## config.mk

```make
export PLATFORM = sky130hd
export DESIGN_NAME = mem_port_arbiter
export DESIGN_NICKNAME = d
export VERILOG_FILES = /design/src/rtl/mem_port_arbiter.sv
export SDC_FILE = /design/constraint.sdc
export NUM_CORES = 1
export LEC_CHECK = 0
export CAP_MARGIN = 0
export CORE_AREA = 2 2 88 90
export DETAILED_ROUTE_END_ITERATION = 16
export DIE_AREA = 0 0 90 92
export HOLD_SLACK_MARGIN = 0.08
export PLACE_DENSITY = 0.83
export RECOVER_POWER = 50
export SETUP_SLACK_MARGIN = 0.02
export SYNTH_ARGS = -nofsm -noshare
export SYNTH_HDL_FRONTEND = slang
export SYNTH_SLANG_ARGS = --single-unit
export TNS_END_PERCENT = 50
```

## constraint.sdc

```tcl
create_clock -name clk -period 6.1 [get_ports clk]
set_input_delay 0.61 -clock clk [delete_from_list [all_inputs] [get_ports clk]]
set_output_delay 0.61 -clock clk [all_outputs]
set_load 0.05 [all_outputs]
```

## src/rtl/mem_port_arbiter.sv

```systemverilog
// Round-robin arbiter sharing one single-port memory between instruction fetch and data access.
// Each transfer is sequenced IDLE -> ACCESS (WAIT_CYCLES) -> DONE with a one-cycle ack.
module mem_port_arbiter #(
    parameter int unsigned ADDR_W      = 16,
    parameter int unsigned DATA_W      = 16,
    parameter int unsigned WAIT_CYCLES = 2
) (
    input  logic              clk,
    input  logic              rst,
    input  logic              if_req,
    input  logic [ADDR_W-1:0] if_addr,
    output logic [DATA_W-1:0] if_rdata,
    output logic              if_ack,
    output logic              if_stall,
    input  logic              d_req,
    input  logic              d_we,
    input  logic [ADDR_W-1:0] d_addr,
    input  logic [DATA_W-1:0] d_wdata,
    output logic [DATA_W-1:0] d_rdata,
    output logic              d_ack,
    output logic              d_stall,
    output logic              mem_ce,
    output logic              mem_we,
    output logic [ADDR_W-1:0] mem_addr,
    output logic [DATA_W-1:0] mem_wdata,
    input  logic [DATA_W-1:0] mem_rdata
);

    localparam int unsigned CNT_W = 4;

    typedef enum logic [1:0] {
        IDLE   = 2'd0,
        ACCESS = 2'd1,
        DONE   = 2'd2
    } state_t;

    state_t            state, state_n;
    logic [CNT_W-1:0]  cnt, cnt_n;
    logic              grant_data, grant_data_n;
    logic              last_data, last_data_n;
    logic              we_l, we_l_n;
    logic [ADDR_W-1:0] mem_addr_n;
    logic [DATA_W-1:0] mem_wdata_n;
    logic [DATA_W-1:0] if_rdata_n, d_rdata_n;
    logic              mem_ce_n, mem_we_n, if_ack_n, d_ack_n;
    logic              pick_data;

    // Data wins when it is the only requester, or on contention when instruction went last.
    assign pick_data = d_req & (~if_req | ~last_data);

    always_comb begin
        state_n      = state;
        cnt_n        = cnt;
        grant_data_n = grant_data;
        last_data_n  = last_data;
        we_l_n       = we_l;
        mem_addr_n   = mem_addr;
        mem_wdata_n  = mem_wdata;
        if_rdata_n   = if_rdata;
        d_rdata_n    = d_rdata;

        case (state)
            IDLE: begin
                if (if_req || d_req) begin
                    grant_data_n = pick_data;
                    last_data_n  = pick_data;
                    mem_addr_n   = pick_data ? d_addr : if_addr;
                    we_l_n       = pick_data & d_we;
                    if (pick_data) begin
                        mem_wdata_n = d_wdata;
                    end
                    cnt_n   = CNT_W'(WAIT_CYCLES - 1);
                    state_n = ACCESS;
                end
            end
            ACCESS: begin
                if (cnt != '0) begin
                    cnt_n = cnt - CNT_W'(1);
                end else begin
                    if (!grant_data) begin
                        if_rdata_n = mem_rdata;
                    end else if (!we_l) begin
                        d_rdata_n = mem_rdata;
                    end
                    state_n = DONE;
                end
            end
            DONE: begin
                state_n = IDLE;
            end
            default: begin
                state_n = IDLE;
            end
        endcase

        // Strobes are registered from the next state so they line up with it.
        mem_ce_n = (state_n == ACCESS);
        mem_we_n = (state_n == ACCESS) & we_l_n;
        if_ack_n = (state_n == DONE) & ~grant_data_n;
        d_ack_n  = (state_n == DONE) & grant_data_n;
    end

    always_ff @(posedge clk or negedge rst) begin
        if (!rst) begin
            state      <= IDLE;
            cnt        <= '0;
            grant_data <= 1'b0;
            last_data  <= 1'b0;
            we_l       <= 1'b0;
            mem_addr   <= '0;
            mem_wdata  <= '0;
            if_rdata   <= '0;
            d_rdata    <= '0;
            mem_ce     <= 1'b0;
            mem_we     <= 1'b0;
            if_ack     <= 1'b0;
            d_ack      <= 1'b0;
        end else begin
            state      <= state_n;
            cnt        <= cnt_n;
            grant_data <= grant_data_n;
            last_data  <= last_data_n;
            we_l       <= we_l_n;
            mem_addr   <= mem_addr_n;
            mem_wdata  <= mem_wdata_n;
            if_rdata   <= if_rdata_n;
            d_rdata    <= d_rdata_n;
            mem_ce     <= mem_ce_n;
            mem_we     <= mem_we_n;
            if_ack     <= if_ack_n;
            d_ack      <= d_ack_n;
        end
    end

    assign if_stall = if_req & ~if_ack;
    assign d_stall  = d_req & ~d_ack;

endmodule

```

======== Word level (Yosys, flattened, before mapping) ========
Index checks and enable logic that the tools add are counted.
word-level totals
  register bits ........................... 77
  output and inout port bits .............. 70
cells by class
  $add $sub $neg .......................... 1
  eq/ne operators ......................... 5
  mux-type cells .......................... 11
  bitwise operators ....................... 16
  reductions and logical operators ........ 9
operator list
  operator               number
  $mux W16               1
  $reduce_and A3 Y1      3
  $mux W4                2
  $not A1 Y1             8
  $pmux W4 S2            1
  $and A1 B1 Y1          7
  $eq A2 B1 Y1 const B   2
  $mux W1                4
  $mux W2                2
  $ne A2 B2 Y1 const B   2
  $pmux W2 S2            1
  $reduce_and A4 Y1      1
  $reduce_bool A4 Y1     1
  $sub A4 B1 Y4 const B  1
  $eq A2 B2 Y1 const B   1
  $logic_not A2 Y1       1
  $reduce_and A2 Y1      1
  $reduce_bool A2 Y1     1
  $logic_or A1 B1 Y1     1
  $or A1 B1 Y1           1

======== Longest topological paths before layout ========
  word-level depth ........................ 7
  gate-level depth with buffers ........... 7
  gate-level depth less buffers ........... 5

======== Worst setup path after synthesis ========
OpenSTA, ideal clock, no wires.
  path kind ............................... register to register
  start point ............................. register cnt[0]
  end point ............................... register if_rdata[10]
  arrival time ............................ 1.914 ns
  data required time ...................... 5.975 ns
  path slack .............................. 4.061 ns
  stages on the path, launching flop included .. 8
  clock period less this slack ............ 2.039 ns
  path through ............................ dfrtp_1 -> inv_1 -> ha_1 -> or3b_4 -> or3_1 -> buf_6 -> buf_12 -> mux2_4
between the ends
  cells in the longest elaborated chain, start to end .. 3
ends and longest elaborated chain
  what                                RTL line  RTL
  from (decl)                         38        logic [CNT_W-1:0] cnt, cnt_n;
  from (signal assigned)              120       cnt <= cnt_n;
  $reduce_bool A4 Y1                  77        if (cnt != '0) begin
  $not A1 Y1 (no source line)         n/a
  $reduce_and A3 Y1 (no source line)  n/a
  to (signal assigned)                126       if_rdata <= if_rdata_n;
  to (decl)                           12        output logic [DATA_W-1:0] if_rdata,
Every way passes these cells.
A chain may end at the register's enable or synchronous reset.

======== Worst setup path after layout ========
  start point ............................. input d_req
  end point ............................... register mem_wdata[0]
between the ends
  cells in the longest elaborated chain, start to end .. 2
  elaborated cells on any way between the ends .. 3
ends and longest elaborated chain
  what                                                        RTL line  RTL
  from (decl)                                                 15        input logic d_req,
  $and A1 B1 Y1 / $logic_or A1 B1 Y1 (equally long branches)  49, 64
  $reduce_and A3 Y1 (no source line) *                        n/a
  to (signal assigned)                                        125       mem_wdata <= mem_wdata_n;
  to (decl)                                                   25        output logic [DATA_W-1:0] mem_wdata,
Mark *: on every way between the ends. The rest lies on a longest branch, timed or not.

==> results.py <==
metrics = {
    "run_status": {
        "status": "complete, but fails checks",
        "failed_checks": "capacitance limit, slew limit",
    },
    "worst_setup_path": {
        "critPathLaunchType": "primary input",
        "arrival_ps": 4350,
        "worstPathRequired_ps": 6320,
        "critPathMaxStageDelay_ps": 1640,
        "worstPathMaxFanout": 18,
        "worstSetupPathType": "primary input to flip-flop",
        "cp-end-kind": "flip-flop",
        "cp_slowest_cell": "a21boi_0",
        "crit_path_cell_trace": "clkdlybuf4s50_1 -> a21boi_0 -> nand2_1 -> mux2_2",
    },
    "detailed_routing": {
        "drtAntennaViolNets": 0,
        "viasPerCell": 4.994,
        "drt_first_pass_iters": 4,
        "routedWlPerCell_um": 15.35,
        "drc": 0,
        "dr.first_iter.drc_count": 95,
        "drt-total-wl_um": 7644,
        "vias": 2487,
    },
    "synthesis": {
        "synth_top_cell_area_share": 0.6046,
        "synth-seq-cells": 77,
        "avgSynthCellArea_um2": 12.65,
        "yosysWarnings": 0,
        "synth_area_um2": 3187,
        "synth_cell_types": 32,
        "syn_nets": 323,
        "synth_top_cell_by_area": "dfrtp_1",
        "synth.yosys.seq_area_share": 0.6046,
        "synth-compound-area-share": 0.08598,
        "synth_top_family_by_area": "multiplexers",
        "yosys.area_share.simple": 0.08873,
        "yosysMostFrequentCell": "dfrtp_1",
        "synthArstFlopShare": 1.000,
        "synth-xor-area-share": 0,
        "synthTopCellsByArea": "dfrtp_1 60%, mux2_2 14%, mux2_4 4.2%, nand2_1 4.1%, a31oi_1 3.3%",
        "synth-edff-count": 0,
        "synth_fa_ha_area_frac": 0.007852,
        "synthFlopType": "dfrtp_1",
        "synth_mux_area_frac": 0.1834,
        "yosys-top-cells-count": "77 x dfrtp_1, 39 x mux2_2, 35 x nand2_1, 20 x a21oi_1, 17 x a31oi_1",
        "synthCells": 252,
    },
    "layout": {
        "insertedDiodeCount": 0,
        "n_fill_cell": 615,
        "fin_util": 0.6495,
        "area_delta_synth_final_pct": 51.79,
        "drive_above_1_share": 0.1641,
        "seq_area_um2": 1927,
        "multiInputGateArea_um2": 1160,
        "fin_nets": 462,
    },
    "grt": {
        "antenna_found_initial": 0,
        "grt_max_degree": 78,
        "first_global_vias": 2611,
        "grt_pass1_wl_um": 12590,
        "grt_overflow": 0,
        "track_usage": 0.1897,
    },
    "floorplan": {
        "fp.coreArea_um2": 7447,
        "fp-row-count": 32,
        "io_pins": 139,
        "start_util": 0.4279,
        "die_area_um2": 8280,
        "die_h_um": 92,
        "die_w_um": 90,
    },
    "sta": {
        "rsz0062_at_grt": "no",
        "drv_slew": 19,
        "period_share": 0.6771,
        "slew_headroom": -0.4327,
        "finalSetupViolations": 0,
        "finalSetupTns_ps": 0,
        "fmax_mhz": 242.1,
        "fin_skew_ps": 12.41,
        "finalCriticalPeriod_ps": 4130,
        "worst_slew_pin_slew_ps": 2130,
        "finalHoldViolCount": 0,
    },
    "cts": {
        "root_buffer": "clkbuf_8",
        "clock_latency_ps": 340,
        "cts_inserted_buffers": 9,
        "path_clk_slew_ps": 80,
        "htreeDepth": 3,
        "cts_tree": "done",
        "cts_sinks": 77,
        "clk_path_buf_depth": 2,
        "cts_setup_buffers": 0,
        "ctsResizeCount": 0,
        "hold_buffers": 0,
    },
    "job": {
        "max-cap-violations": 1,
    },
    "power_and_ir_drop": {
        "vdd_ir_drop_max_uv": 395.3,
        "p_leak_nw": 2.088,
        "power_density_nw_per_um2": 655.6,
    },
    "placed_design": {
        "gp_congestion": 0.8424,
        "portBuffers": 138,
        "dp_hpwl_um": 5456,
    },
    "hold_path": {
        "min_path_type": "primary input to asynchronous set/reset pin",
    },
}
[area by class of cell]
cell class	count	area share
inverter	7	0.005432
clock inverter	5	0.01707
multi-input combinational	157	0.2398
clock buffer	11	0.02716
tap	102	0.02638
sequential	77	0.3983
timing repair buffer	139	0.2858
[registers in the layout (all words and copies together), names as in the netlist, 2 cells and up]
name,flops
if_rdata,16
cnt,4
mem_wdata,16
d_rdata,16
mem_addr,16
state,2
[through the flow]
stage	power [mW]	setup slack [ps]	instances	cell area, µm²	hold WS (ps)
2_1_floorplan	2.173	4061	252	3187	314.4
3_3_place_gp	2.774	3042	482	4633	487.1
3_5_place_dp	2.812	2946	482	4633	492.2
4_1_cts	3.238	3275	498	4847	447.4
5_1_grt	3.331	1837	498	4837	505.4
6_report	3.171	1970	498	4837	429.7
[where the power goes]
part | internal [mW] | leakage (nW) | switching (mW)
registers | 0.767 | 0.904 | 0.143
logic | 0.661 | 1.08 | 1.18
clock network | 0.233 | 0.108 | 0.184
[worst paths after layout]
path,start,end,slack (ps),cells after the start
setup / recovery,d_req,mem_wdata[0]$_DFFE_PN0P_,1970,4
hold / removal,rst,if_rdata[8]$_DFFE_PN0P_,430,1
setup reg to reg,last_data$_DFFE_PN0P_,mem_wdata[0]$_DFFE_PN0P_,2470,3
hold reg to reg,mem_wdata[5]$_DFFE_PN0P_,mem_wdata[5]$_DFFE_PN0P_,500,1
max in group asynchronous,rst,mem_wdata[4]$_DFFE_PN0P_,5070,1
min in group clk,mem_wdata[5]$_DFFE_PN0P_,mem_wdata[5]$_DFFE_PN0P_,500,1
[critical path: cells and delay by family]
kind | cells | cell delay (ps)
simple gates | 1 | 980
mux | 1 | 510
buf+inv | 1 | 600
compound gates | 1 | 1640
[layout by cell type, fill, tap and decap left out, types with 7 or more instances in the layout]
cell               n
inv_1              7
dfrtp_1           77
mux2_2            39
a21oi_1           20
dlygate4sd3_1     27
a31oi_1           17
mux2_4             9
clkbuf_8           9
clkdlybuf4s50_1  110
nand2_1           35
[cells by family (layout without fill, tap and decap cells)]
| group | count (synthesis) | in the layout |
|---|---|---|
| compound gates | 47 | 47 |
| fa+ha+maj | 2 | 2 |
| buf+inv | 18 | 162 |
| flops | 77 | 77 |
| mux | 49 | 49 |
| simple gates | 59 | 59 |
[per-layer routing]
metal / global-route usage / vias up / routed length [µm]
met5: 0 / - / 0
met4: 0.06795 / 0 / 65
met3: 0.04684 / 6 / 524
met2: 0.3252 / 101 / 3899
met1: 0.2345 / 1219 / 3155
li1: - / 1161 / -
Note: power is estimated with default switching activity, not from simulation.
